===== config.mk =====
export PLATFORM = sky130hd
export DESIGN_NAME = pwm_gen
export DESIGN_NICKNAME = d
export VERILOG_FILES = /design/src/rtl/pwm_pkg.sv /design/src/rtl/pwm_gen_wrap_detect.sv /design/src/rtl/pwm_gen.sv
export SDC_FILE = /design/constraint.sdc
export NUM_CORES = 1
export LEC_CHECK = 0
export CAP_MARGIN = 20
export CORE_UTILIZATION = 48
export CTS_CLUSTER_SIZE = 25
export DETAILED_ROUTE_END_ITERATION = 10
export GPL_ROUTABILITY_DRIVEN = 1
export PLACE_DENSITY_LB_ADDON = 0.2
export SLEW_MARGIN = 15
export SYNTH_ARGS = -nofsm -noshare
export SYNTH_HDL_FRONTEND = slang
export SYNTH_HIERARCHICAL = 1
export SYNTH_SLANG_ARGS = --single-unit

===== constraint.sdc =====
create_clock -name clk -period 2.8 [get_ports clk]
set_input_delay 0.7 -clock clk [delete_from_list [all_inputs] [get_ports clk]]
set_output_delay 0.7 -clock clk [all_outputs]
set_load 0.03 [all_outputs]

===== src/rtl/pwm_pkg.sv =====
// Shared types and helpers for the PWM generator.
package pwm_pkg;

  typedef enum logic [1:0] {
    IDLE  = 2'd0,
    SYNC  = 2'd1,
    RUN   = 2'd2,
    DRAIN = 2'd3
  } pwm_state_t;

  // Saturate a requested high-time to the full period length 2**n.
  function automatic int unsigned clamp_duty(input int unsigned duty, input int unsigned n);
    int unsigned max_duty;
    max_duty = 32'd1 << n;
    return (duty > max_duty) ? max_duty : duty;
  endfunction

endpackage


===== src/rtl/pwm_gen_wrap_detect.sv =====
// Period-wrap detector: flags the MAX -> 0 step of the upstream counter.
// A jump to 0 from any other value (upstream reset) is not a wrap.
module wrap_detect #(
  parameter int N = 4
) (
  input  logic         clk,
  input  logic         aresetn,
  input  logic [N-1:0] count,
  output logic         wrap_det
);

  logic [N-1:0] count_d;

  // One-cycle delayed copy of the counter value.
  always_ff @(posedge clk) begin
    if (!aresetn) count_d <= '0;
    else          count_d <= count;
  end

  assign wrap_det = (count == '0) && (count_d == {N{1'b1}});

endmodule


===== src/rtl/pwm_gen.sv =====
// PWM generator: duty word enters a shadow register over valid/ready and is
// promoted to the active register only at a period wrap.
//
// state | meaning
// ------+--------------------------------------------------------------
// IDLE  | output held low, waiting for en
// SYNC  | en seen, output low until the next period wrap
// RUN   | output follows count < duty
// DRAIN | en dropped, finish the current period then return to IDLE
module pwm_gen
  import pwm_pkg::*;
#(
  parameter int N = 4
) (
  input  logic         clk,
  input  logic         aresetn,
  input  logic         en,
  input  logic [N-1:0] count,
  input  logic         duty_valid,
  output logic         duty_ready,
  input  logic [N:0]   duty,
  output logic         pwm,
  output logic         wrap,
  output logic         busy
);

  localparam int DW = N + 1;

  pwm_state_t    state;
  pwm_state_t    state_next;
  logic [DW-1:0] active;
  logic [DW-1:0] shadow;
  logic          pending;
  logic          pwm_next;
  logic          wrap_det;
  logic [DW-1:0] duty_next;
  logic          count_lt;

  wrap_detect #(.N(N)) u_wrap_detect (
    .clk      (clk),
    .aresetn  (aresetn),
    .count    (count),
    .wrap_det (wrap_det)
  );

  assign duty_ready = !pending;
  assign duty_next  = (wrap_det && pending) ? shadow : active;
  assign count_lt   = ({1'b0, count} < duty_next);

  // Shadow/active duty registers and the handshake pending flag.
  always_ff @(posedge clk) begin
    if (!aresetn) begin
      shadow  <= '0;
      active  <= '0;
      pending <= 1'b0;
    end else if (wrap_det && pending) begin
      active  <= shadow;
      pending <= 1'b0;
    end else if (duty_valid && !pending) begin
      shadow  <= DW'(clamp_duty(32'(duty), N));
      pending <= 1'b1;
    end
  end

  // State register with registered pwm, wrap and busy outputs.
  always_ff @(posedge clk) begin
    if (!aresetn) begin
      state <= IDLE;
      pwm   <= 1'b0;
      wrap  <= 1'b0;
      busy  <= 1'b0;
    end else begin
      state <= state_next;
      pwm   <= pwm_next;
      wrap  <= wrap_det;
      busy  <= (state_next != IDLE);
    end
  end

  // Next-state and next-pwm decode.
  always_comb begin
    state_next = state;
    pwm_next   = 1'b0;
    case (state)
      IDLE: begin
        if (en) state_next = SYNC;
      end
      SYNC: begin
        if (!en) begin
          state_next = IDLE;
        end else if (wrap_det) begin
          state_next = RUN;
          pwm_next   = (duty_next != '0);
        end
      end
      RUN: begin
        pwm_next = count_lt;
        if (!en) state_next = DRAIN;
      end
      DRAIN: begin
        pwm_next = count_lt;
        if (wrap_det) begin
          if (en) begin
            state_next = RUN;
          end else begin
            state_next = IDLE;
            pwm_next   = 1'b0;
          end
        end else if (en) begin
          state_next = RUN;
        end
      end
      default: begin
        state_next = IDLE;
      end
    endcase
  end

endmodule

==> results of run 1 <==
==> critical path, stage by stage <==
cell and delay (ns):
clkdlybuf4s50_1 0.41, nand4bb_1 0.20, nor4_2 0.22, buf_4 0.17
nand2_4 0.05, mux2i_1 0.22, ha_1 0.28, o21a_1 0.19
o21ai_1 0.14, a21oi_2 0.05, o221ai_2 0.17
==> synthesized netlist by cell type, types with 2 or more instances <==
cell type and n:
dfxtp_1 20, nor2b_1 9, nand2_1 6, mux2i_1 5, a21oi_1 4, and2_1 4
nor3b_1 4, and2_2 3, ha_1 3, o21ai_0 3, inv_1 2, nand2b_1 2
nor2_1 2, nor4_1 2
==> final timing paths <==
check              endpoint  slack (ns)  cells past startpoint
setup / recovery        pwm        0.22                     11
hold / removal    shadow[4]        0.54                      2
setup reg to reg        pwm        0.80                     10
hold reg to reg   shadow[4]        0.54                      2
==> cell families (layout without fill, tap and decap cells) <==
logic type,count (synthesis),count (layout)
muxes,7,7
buffers and inverters,4,31
DFF,20,20
xor gates and xnor gates,1,1
AOI/OAI and AO/OA,11,11
and+or+nand+nor,38,38
adders and majority gates,3,3
==> routing by layer <==
metal  part of all wire, %  routed length, um
met5                     0                  0
met4                   1.5                 25
met3                   5.3                 86
met2                    48                782
met1                    45                743
==> metrics by stage <==
stage                     hold WS, ns  util (%)  area (um^2)  worst slack (ns)
after floorplan                 0.485         -          855             0.260
after global placement          0.503      69.4         1090           -0.0678
after detailed placement        0.508      69.4         1090            -0.108
after CTS                       0.534      71.7         1130             0.161
after global routing            0.578      71.7         1130            0.0627
final                           0.539      71.7         1130             0.222
==> layout make-up <==
cell class	instances	area [um^2]	area share, %
clock buffers	4	36.3	3.21
inverters	2	7.51	0.664
multi-input cells	60	438	38.8
flip-flops and latches	20	400	35.4
well taps	16	20.0	1.77
repair buffers	25	228	20.2
==> sequential cells by signal (all words and copies together) (netlist names) <==
register / cells
active: 5
busy: 1
pending: 1
pwm: 1
shadow: 5
state: 2
u_wrap_detect/count_d: 4
wrap: 1
==> power by group <==
part           internal (uW)  leakage [uW]  switching [uW]
Sequential               293      0.000164            5.74
Combinational           36.2      0.000306            26.1
Clock                   79.4     0.0000210            88.8
Total                    409      0.000491             121
==> what timing repair did <==
item                                    4_1_cts  5_1_grt
endpoints found under the setup margin        0        1
hold buffers                                  0        0
gates resized for setup                       0        1
hold endpoints to repair                      0        0
==> results list, run 1 <==
- Critical path type: input pin to register
* Placed cell count: ~120
- The number of max-slew violations in the final report is 0.
- Most frequent cells in the layout: dfxtp_1 (20), clkdlybuf4s50_1 (16), nor2b_1 (9), buf_4 (9), nand2_1 (6)
- For this design the ratio of total power to cell area is between 400 and 500 nW/um^2.
- Number of buffers inserted by port buffering: 16
* Measured slew at the worst slew-check pin: roughly 0.35 ns
- TritonCTS built the clock tree.
- The final number of hold-violating endpoints came to 0.
- In this run the remaining antenna-violating nets after routing total 0.
- Leading post-synthesis cells by cell area: dfxtp_1 (47%), nor2b_1 (6.6%), mux2i_1 (5.9%)
- Summing the areas of all xor and xnor instances in the mapped netlist gives slightly above 1% of the synthesized area.
- The worst setup path is launched from an input pin.
* 1st-pass router iterations: 6
- Entering global routing, the biggest net connects 16 pins.
- Number of max-capacitance violations reported: 0
- From left edge to right edge, the die measures approximately 44 um.
- Global routing used 20.3% of the available tracks across all layers.
- Simple-gate portion of the synthesized area: between 20% and 30%
* Post-synthesis mux area share: under 10%
- The cell area that synthesis handed to floorplanning was between 800 and 900 um^2.
- After global routing, the most crowded layer is met2.
- Initial detailed-routing violation count: 17
* Number of H-tree branching levels: 1
- For the worst-skew pair, the clock arrives at the later sink with an insertion delay of about 0.30 ns.
- Number of diodes added for antenna fixing: 0
- The initial utilization of the core area, before any placement, comes to roughly 54%.
* Reported leakage power: between 0.0004 and 0.0005 uW
- Number of distinct library cells after synthesis: 29
- Total power: about 530 uW
- Clock transition at the registers of the reported paths: approximately 0.11 ns
- The clock passes through at most 2 buffers.
- Grt ovf: 0
- Count of flip-flops with a built-in enable after synthesis: 0
- Of the available clock period, the critical path in the final layout requires 92.1%.
- Among all flip-flop cells after synthesis, the most frequent one is dfxtp_1.
- After detailed routing, the total wire length is approximately 1600 um.
- Number of filler cells placed in the layout: 125
- The congestion estimate from routability-driven global placement came to 0.771.
* Via count of the first global-routing pass: ~700
* Fin cells: ~130
- Headroom to the max-slew limit: about three quarters
- Endpoint required time on the critical path: 3.03 ns
- Fraction of layout instances using a drive strength above 1: between 15 and 20%
- In this run the critical register-to-register path is launched from u_wrap_detect/count_d[3].
- Synthesized-area fraction occupied by adder cells: under 10%
- For this run, the top clock speed supported by timing is 0.388 GHz.
- Number of endpoints failing setup at the final stage: 0
- Sink count of the clock tree: 20
- The floorplan step defined a die boundary enclosing around 2000 um^2.
- For met2 alone, demand over resource in global routing was between 30% and 40%.
- The synthesized netlist devotes 8.64% of its cell area to compound gates.
- Worst path arrival time: about 2.8 ns
* Per-cell routed wire length: around 13 um
- In this run the core area contains 14 standard-cell rows.
* Vias/cell: about 5.4
* Setup tns final: 0 ns
- For this run, design rule violations remaining after detail routing come to 0.
* Total of flip-flops plus latches after synthesis: 20
* Post-synthesis cell type with the largest combined area: dfxtp_1
- Net total in the final layout: between 100 and 150
- During I/O placement, the number of pins put on the boundary was 17.
- After layout, the minimum clock period comes to between 2 and 3 ns.
- Signed area change from the synthesized netlist to the final layout: 32.2%
- TritonCTS created 3 clock buffers.
- After synthesis, flip-flops and latches occupy 46.9% of the total area.
- The number of antenna violations at the first check in global routing was 0.
- Die boundary height: between 40 and 50 um
- The path class of the tightest hold or removal check is register to register.
* Fin Clk Skew: between 0.004 and 0.005 ns
- Synth async-reset ratio: 0%
* Number of vias in the routed layout: ~690
- Synthesis handed over a netlist of 84 instances.
- Outcome: finished, final reports clean
- Leaving out fill and tap cells, the most frequent cell in the layout is dfxtp_1.
- In the global route stage, met3 resource usage came out at 4.90%.
- The first global-routing pass estimated around 2900 um of wire.
- The core region is between 1500 and 2000 um^2.
- After synthesis, the mean cell area works out to 10.2 um^2.
- Worst vdd ir: ~320 uV
- RSZ-0062 raised after global routing: false
- HPWL reported at the end of detailed placement: about 1200 um
- Clock tree root buffer cell: clkbuf_4
- Largest family of logic cells by synthesized area: simple AND/OR/NAND/NOR gates
- In this run the worst setup path begins at count[3].
- Warning count from the yosys run: 6
- STA classifies the critical path endpoint as a register.
* Area share of the largest cell type after synthesis: a little under half
- Met1 Use GR: a little under a quarter
* Post-Syn Nets: 100
* Post-CTS setup-driven buffer insertion count: 0
- In this run the most critical hold path is launched from shadow[4].
- Along the worst path, the maximum fanout reaches 3.
Note: power is estimated with default switching activity, not from simulation.
==> run 2: changes to the inputs <==
- CORE_UTILIZATION: 48 -> 52
- CTS_BUF_LIST: not set -> sky130_fd_sc_hd__clkbuf_4 sky130_fd_sc_hd__clkbuf_8
- CTS_CLUSTER_SIZE: 25 -> 14
==> run 2 against run 1 <==
Final area grew 0.78%. Die area down 7.3%. Global-route usage grew 0.66 points. Largest power group unchanged. Utilization up 3.0 points. Highest routed layer unchanged. Clock skew shrank 0.0015 ns. Sequential share of layout area fell by 0.27 points. Clock power rose by 39%. Critical path depth unchanged.
==> results list, run 2 (synthesis gave the netlist of run 1 again) <==
- Outcome: finished, final reports clean (unchanged).
* Number of buffers inserted by port buffering: 16 (unchanged)
- The data required time at the worst endpoint was 3.04 ns (was 3.03 ns).
- Net total in the final layout: 127 (was 128)
- Worst path arrival time: 2.87 ns (was 2.81 ns)
* Final Cell Area: 1140 um^2 (was 1130 um^2)
- The maximum buffer depth of the clock tree was 2 (unchanged).
- Worst setup EP type: register (unchanged)
- Initial detailed-routing violation count: 4 (was 17)
- First-pass GRT wire length: 2810 um (was 2900 um)
- The number of antenna violations at the first check in global routing came to 0 (unchanged).
- Signed area change from the synthesized netlist to the final layout: 33.2% (was 32.2%)
* Die boundary height: 42.5 um (was 44.2 um)
- Antenna viol nets, final: 0 (unchanged)
* Placed cell count: 122 (was 123)
- Final core utilization: 74.7% (was 71.7%)
* Total clock buffers created by CTS: 3 (unchanged)
* Setup ws final: 0.175 ns (was 0.222 ns)
* Final min period: 2.63 ns (was 2.58 ns)
- Sink count of the clock tree: 20 (unchanged)
- The number of resized instances in the post-cts repair step is 0 (unchanged).
- Number of H-tree branching levels: 1 (unchanged)
- The total of fill cells in the finished design was 118 (was 125).
* Worst vdd ir: 347 uV (was 322 uV)
- The number of global-route vias before repair came to 653 (was 702).
- RSZ-0062 raised after global routing: false (unchanged).
- Count of boundary I/O pins: 17 (unchanged)
- Endpoints failing hold: 0 (unchanged)
* Area of the core: 1520 um^2 (was 1580 um^2)
- The master cell of the clock root buffer was clkbuf_4 (unchanged).
* Critical path type: input pin to register (unchanged)
* HP Class: register to register (unchanged)
- The total die area is 1810 um^2 (was 1950 um^2).
- The leakage power of the design is 0.000493 uW (was 0.000491 uW).
- The total routing resource utilization after global routing came to 20.9% (was 20.3%).
* HPWL reported at the end of detailed placement: 1240 um (was 1230 um)
- The via density per instance was 5.45 (was 5.41).
- Number of max-capacitance violations reported: 0 (unchanged)
- Width of the die: 42.5 um (was 44.2 um)
* Clock network latency to the later pin of the worst-skew pair: 0.31 ns (was 0.30 ns)
* Count of final max-slew check failures: 0 (unchanged)
- The CTS clock-pin slew for the worst setup and hold paths came to 0.11 ns (about the same).
- Cell area power density: 522 nW/um^2 (was 469 nW/um^2)
- Per-cell routed wire length: 12.8 um (was 12.9 um)
- Highest fanout seen on the critical path: 3 (unchanged)
- Highest achievable clock rate: 0.381 GHz (was 0.388 GHz)
- The clock tree from TritonCTS was yes (unchanged).
* Fin Clk Skew: 0.00301 ns (was 0.00449 ns)
* Number of DRC violations after detailed routing: 0 (unchanged)
* Grt ovf: 0 (unchanged)
- Final period util: 93.8% (was 92.1%)
- Biggest registers after layout: active: 5 flops, shadow: 5 flops, u_wrap_detect/count_d: 4 flops (unchanged).
- Post-CTS setup-driven buffer insertion count: 0 (unchanged)
- Fraction of layout instances using a drive strength above 1: 19.1% (was 19.8%)
- The worst slew margin relative to its limit is 66.3% (was 76.4%).
- The number of endpoints failing setup at the final stage came to 0 (unchanged).
- Measured slew at the worst slew-check pin: 0.504 ns (was 0.354 ns)
* Post-Place Setup Slack: -0.121 ns (was -0.108 ns)
* Total power: 594 uW (was 530 uW)
- Most frequent cells in the layout: dfxtp_1 (20), clkdlybuf4s50_1 (16), nor2b_1 (9), buf_4 (8), nand2_1 (6) (was dfxtp_1 (20), clkdlybuf4s50_1 (16), nor2b_1 (9), buf_4 (9), nand2_1 (6))
- 1st-pass router iterations: 2 (was 6)
* Number of buffers inserted by hold repair at cts: 0 (unchanged)
- Maximum number of pins on one net before global-route repair: 20 (was 16)
- The number of standard cells in the final layout excluding fillers was 126 (was 127).
- The final routed wirelength across all metal layers was 1620 um (was 1640 um).
* Most common library cell in the layout ignoring fill and taps: dfxtp_1 (unchanged)
- The initial standard-cell utilization of the core came to 56.1% (was 54.2%).
- Number of vias in the routed layout: 687 (unchanged)
- The kind of start point of the critical path is an input pin (unchanged).
* Number of diodes added for antenna fixing: 0 (unchanged)
- Routability Congestion: 0.777 (was 0.771)
- # rows: 14 (unchanged)
- The area after detailed placement is 1090 um^2 (about the same).
-- run 2: changes by cell type in the layout (fill, tap and decap cells not counted) --
cell and change:
buf_4 -1, o21ai_1 -1, clkbuf_8 -1, bufinv_16 +1, o21ai_0 +1
-- run 2: worst max-delay path: stages --
cell             delay, ns
clkdlybuf4s50_1       0.44
nand4bb_1             0.20
nor4_2                0.23
buf_4                 0.17
nand2_4               0.06
mux2i_1               0.21
ha_1                  0.27
o21a_1                0.19
o21ai_0               0.19
a21oi_2               0.05
o221ai_2              0.17
-- run 2: layout make-up --
cell class	instances	area [um^2]	share of cell area, %
Clock buffer	3	22.5	1.98
Clock inverter	1	30.0	2.64
Inverter	2	7.51	0.659
Multi-Input combinational cell	60	438	38.5
Sequential cell	20	400	35.2
Tap cell	16	20.0	1.76
Timing Repair Buffer	24	220	19.3
-- run 2: power breakdown --
part           switching (uW)  total, uW  internal (uW)
registers                5.64        299            293
logic                    25.5       60.7           35.2
clock network            89.2        234            145
-- run 2: final timing paths --
path | endpoint | cells after the start | from | slack, ns
hold reg to reg | shadow[4] | 2 | shadow[4] | 0.54
hold / removal | shadow[4] | 2 | shadow[4] | 0.54
setup reg to reg | pwm | 10 | u_wrap_detect/count_d[3] | 0.77
setup / recovery | pwm | 11 | count[2] | 0.17
-- run 2: routing by layer --
metal	share of wire [%]	track usage, %
met1	45	23.9
met2	49	36.6
met3	3.7	3.45
met4	2.3	11.3
met5	0	0
-- run 2: stage by stage --
stage,setup TNS (ns),hold slack (ns)
floorplan,0,0.485
global placement,-0.0661,0.506
detailed placement,-0.121,0.525
CTS,0,0.541
global route,0,0.570
finish,0,0.540
==> run 3: changes to the inputs <==
- ABC_CLOCK_PERIOD_IN_PS: not set -> 2800
- PLACE_DENSITY: not set -> 0.8
- PLACE_DENSITY_LB_ADDON: 0.2 -> not set
==> run 3 against run 2 <==
Flip-flop and latch count unchanged. Clock-buffer cell count up 1. Register-to-register slack about the same. Critical path depth did not move. Clock power decreased by 28%.
==> results list, run 3 (synthesis gave the netlist of run 1 again) <==
- The data required time at the worst endpoint is 3.04 ns (about the same).
- The residual DRC count came to 0 (unchanged).
- Count of boundary I/O pins: 17 (unchanged)
- Most common library cell in the layout ignoring fill and taps: dfxtp_1 (unchanged)
- The number of resized instances in the post-cts repair step was 0 (unchanged).
* Routability Congestion: 0.770 (was 0.777)
- Max Buffers Root-to-Sink: 2 (unchanged)
- Clock tree root buffer cell: clkbuf_4 (unchanged)
- Outcome: finished, final reports clean (unchanged)
- The final routed wirelength across all metal layers is 1600 um (was 1620 um).
- The worst hold-check path type was register to register (unchanged).
* Worst setup EP type: register (unchanged)
- The least setup slack across all paths after layout is 0.179 ns (was 0.175 ns).
- The row count was 14 (unchanged).
* Width of the die: 42.5 um (unchanged)
- The worst hold slack was 0.540 ns (about the same).
- The clock latency on the worst-skew pair is 0.30 ns (was 0.31 ns).
- Biggest registers after layout: active: 5 flops, shadow: 5 flops, u_wrap_detect/count_d: 4 flops (unchanged)
- Count of final max-slew check failures: 0 (unchanged)
* Initial detailed-routing violation count: 8 (was 4)
- The worst slew margin relative to its limit is 76.0% (was 66.3%).
- The placeable core region was 1520 um^2 (unchanged).
* Endpoints failing hold: 0 (unchanged)
- RSZ-0062 raised after global routing: false (unchanged)
* Number of endpoints failing setup at the final stage: 0 (unchanged)
- Die ar.: 1810 um^2 (unchanged)
* Most frequent cells in the layout: dfxtp_1 (20), clkdlybuf4s50_1 (16), nor2b_1 (9), buf_4 (8), nand2_1 (6) (unchanged)
- Setup tns final: 0 ns (unchanged)
- Highest achievable clock rate: 0.382 GHz (was 0.381 GHz)
* Critical path type: input pin to register (unchanged)
- The overall via count from detail_route is 691 (was 687).
* Number of diodes added for antenna fixing: 0 (unchanged)
- Measured slew at the worst slew-check pin: 0.361 ns (was 0.504 ns)
- Global Route Usage Sum: 20.5% (was 20.9%)
- The number of antenna violations at the first check in global routing came to 0 (unchanged).
- HPWL reported at the end of detailed placement: 1280 um (was 1240 um)
* Vias/cell: 5.48 (was 5.45)
* Per-cell routed wire length: 12.7 um (was 12.8 um)
- The vertical die dimension was 42.5 um (unchanged).
* Total power: 530 uW (was 594 uW)
- The leakage power of the design came to 0.000487 uW (was 0.000493 uW).
- Highest fanout seen on the critical path: 3 (unchanged)
* Starting density of the core: 56.1% (unchanged)
- The clock tree from TritonCTS is yes (unchanged).
- Number of H-tree branching levels: 1 (unchanged)
- Grt ovf: 0 (unchanged)
- The worst setup skew after layout was 0.00141 ns (was 0.00301 ns).
- Antenna viol nets, final: 0 (unchanged)
* Worst path arrival time: 2.86 ns (was 2.87 ns)
- Total clock buffers created by CTS: 3 (unchanged)
* Final period util: 93.6% (was 93.8%)
- The number of global-route vias before repair came to 649 (was 653).
- Post-CTS setup-driven buffer insertion count: 0 (unchanged)
- The total iterations of the first detailed-routing run came to 5 (was 2).
- Worst vdd ir: 377 uV (was 347 uV)
- The clock period minus worst slack was 2.62 ns (was 2.63 ns).
- The CTS sink count is 20 (unchanged).
* Post-Place Setup Slack: -0.146 ns (was -0.121 ns)
- Number of buffers inserted by port buffering: 16 (unchanged)
* Signed area change from the synthesized netlist to the final layout: 31.3% (was 33.2%)
* Number of max-capacitance violations reported: 0 (unchanged)
* Fraction of layout instances using a drive strength above 1: 19.1% (unchanged)
- The number of nets in the layout is 127 (unchanged).
* Clock transition at the registers of the reported paths: 0.11 ns (about the same)
* Cell area power density: 472 nW/um^2 (was 522 nW/um^2)
* CP Launch Type: input pin (unchanged)
* First-pass GRT wire length: 2730 um (was 2810 um)
- The pin count of the biggest net entering global routing was 16 (was 20).
- The total of fill cells in the finished design is 116 (was 118).
- The hold buffer count at cts is 0 (unchanged).
run 3: cell count changes in the layout (fill, tap and decap cells not counted), sizes merged:
| cell | before | now |
|---|---|---|
| bufinv | 1 | 0 |
| clkbuf | 3 | 4 |
run 3: metrics by stage:
step	instances	util [%]	area [um^2]
after floorplan	84	-	855
after global placement	122	71.3	1090
after detailed placement	122	71.3	1090
after CTS	126	73.6	1120
after global routing	126	73.6	1120
final	126	73.6	1120
run 3: final timing paths:
kind	start	depth (start not counted)	to	slack [ns]
setup / recovery	count[2]	11	pwm	0.18
hold / removal	shadow[4]	2	shadow[4]	0.54
setup reg to reg	u_wrap_detect/count_d[2]	10	pwm	0.77
hold reg to reg	shadow[4]	2	shadow[4]	0.54
run 3: critical path: stages:
cell	delay (ns)
clkdlybuf4s50_1	0.44
nand4bb_1	0.20
nor4_2	0.23
buf_4	0.17
nand2_4	0.06
mux2i_1	0.20
ha_1	0.27
o21a_1	0.18
o21ai_0	0.18
a21oi_2	0.05
o221ai_2	0.18
run 3: power by group:
group          switching (uW)  internal [uW]  leakage [uW]
sequential               5.68            293      0.000164
combinational            25.6           36.3      0.000302
clock                    89.6           79.4     0.0000210
total                     121            409      0.000487
run 3: area by class of cell:
class                   instances  area (um^2)  share of cell area [%]
well taps                      16         20.0                    1.78
clock buffers                   4         36.3                    3.23
inverters                       2         7.51                   0.669
multi-input cells              60          438                    39.0
flip-flops and latches         20          400                    35.7
repair buffers                 24          220                    19.6
run 3: layer usage:
metal	track usage (%)	wire length, um	vias to the layer above
li1	-	-	344
met1	24.8	673	316
met2	34.2	821	26
met3	4.74	82	5
met4	9.38	25	0
met5	0	0	-
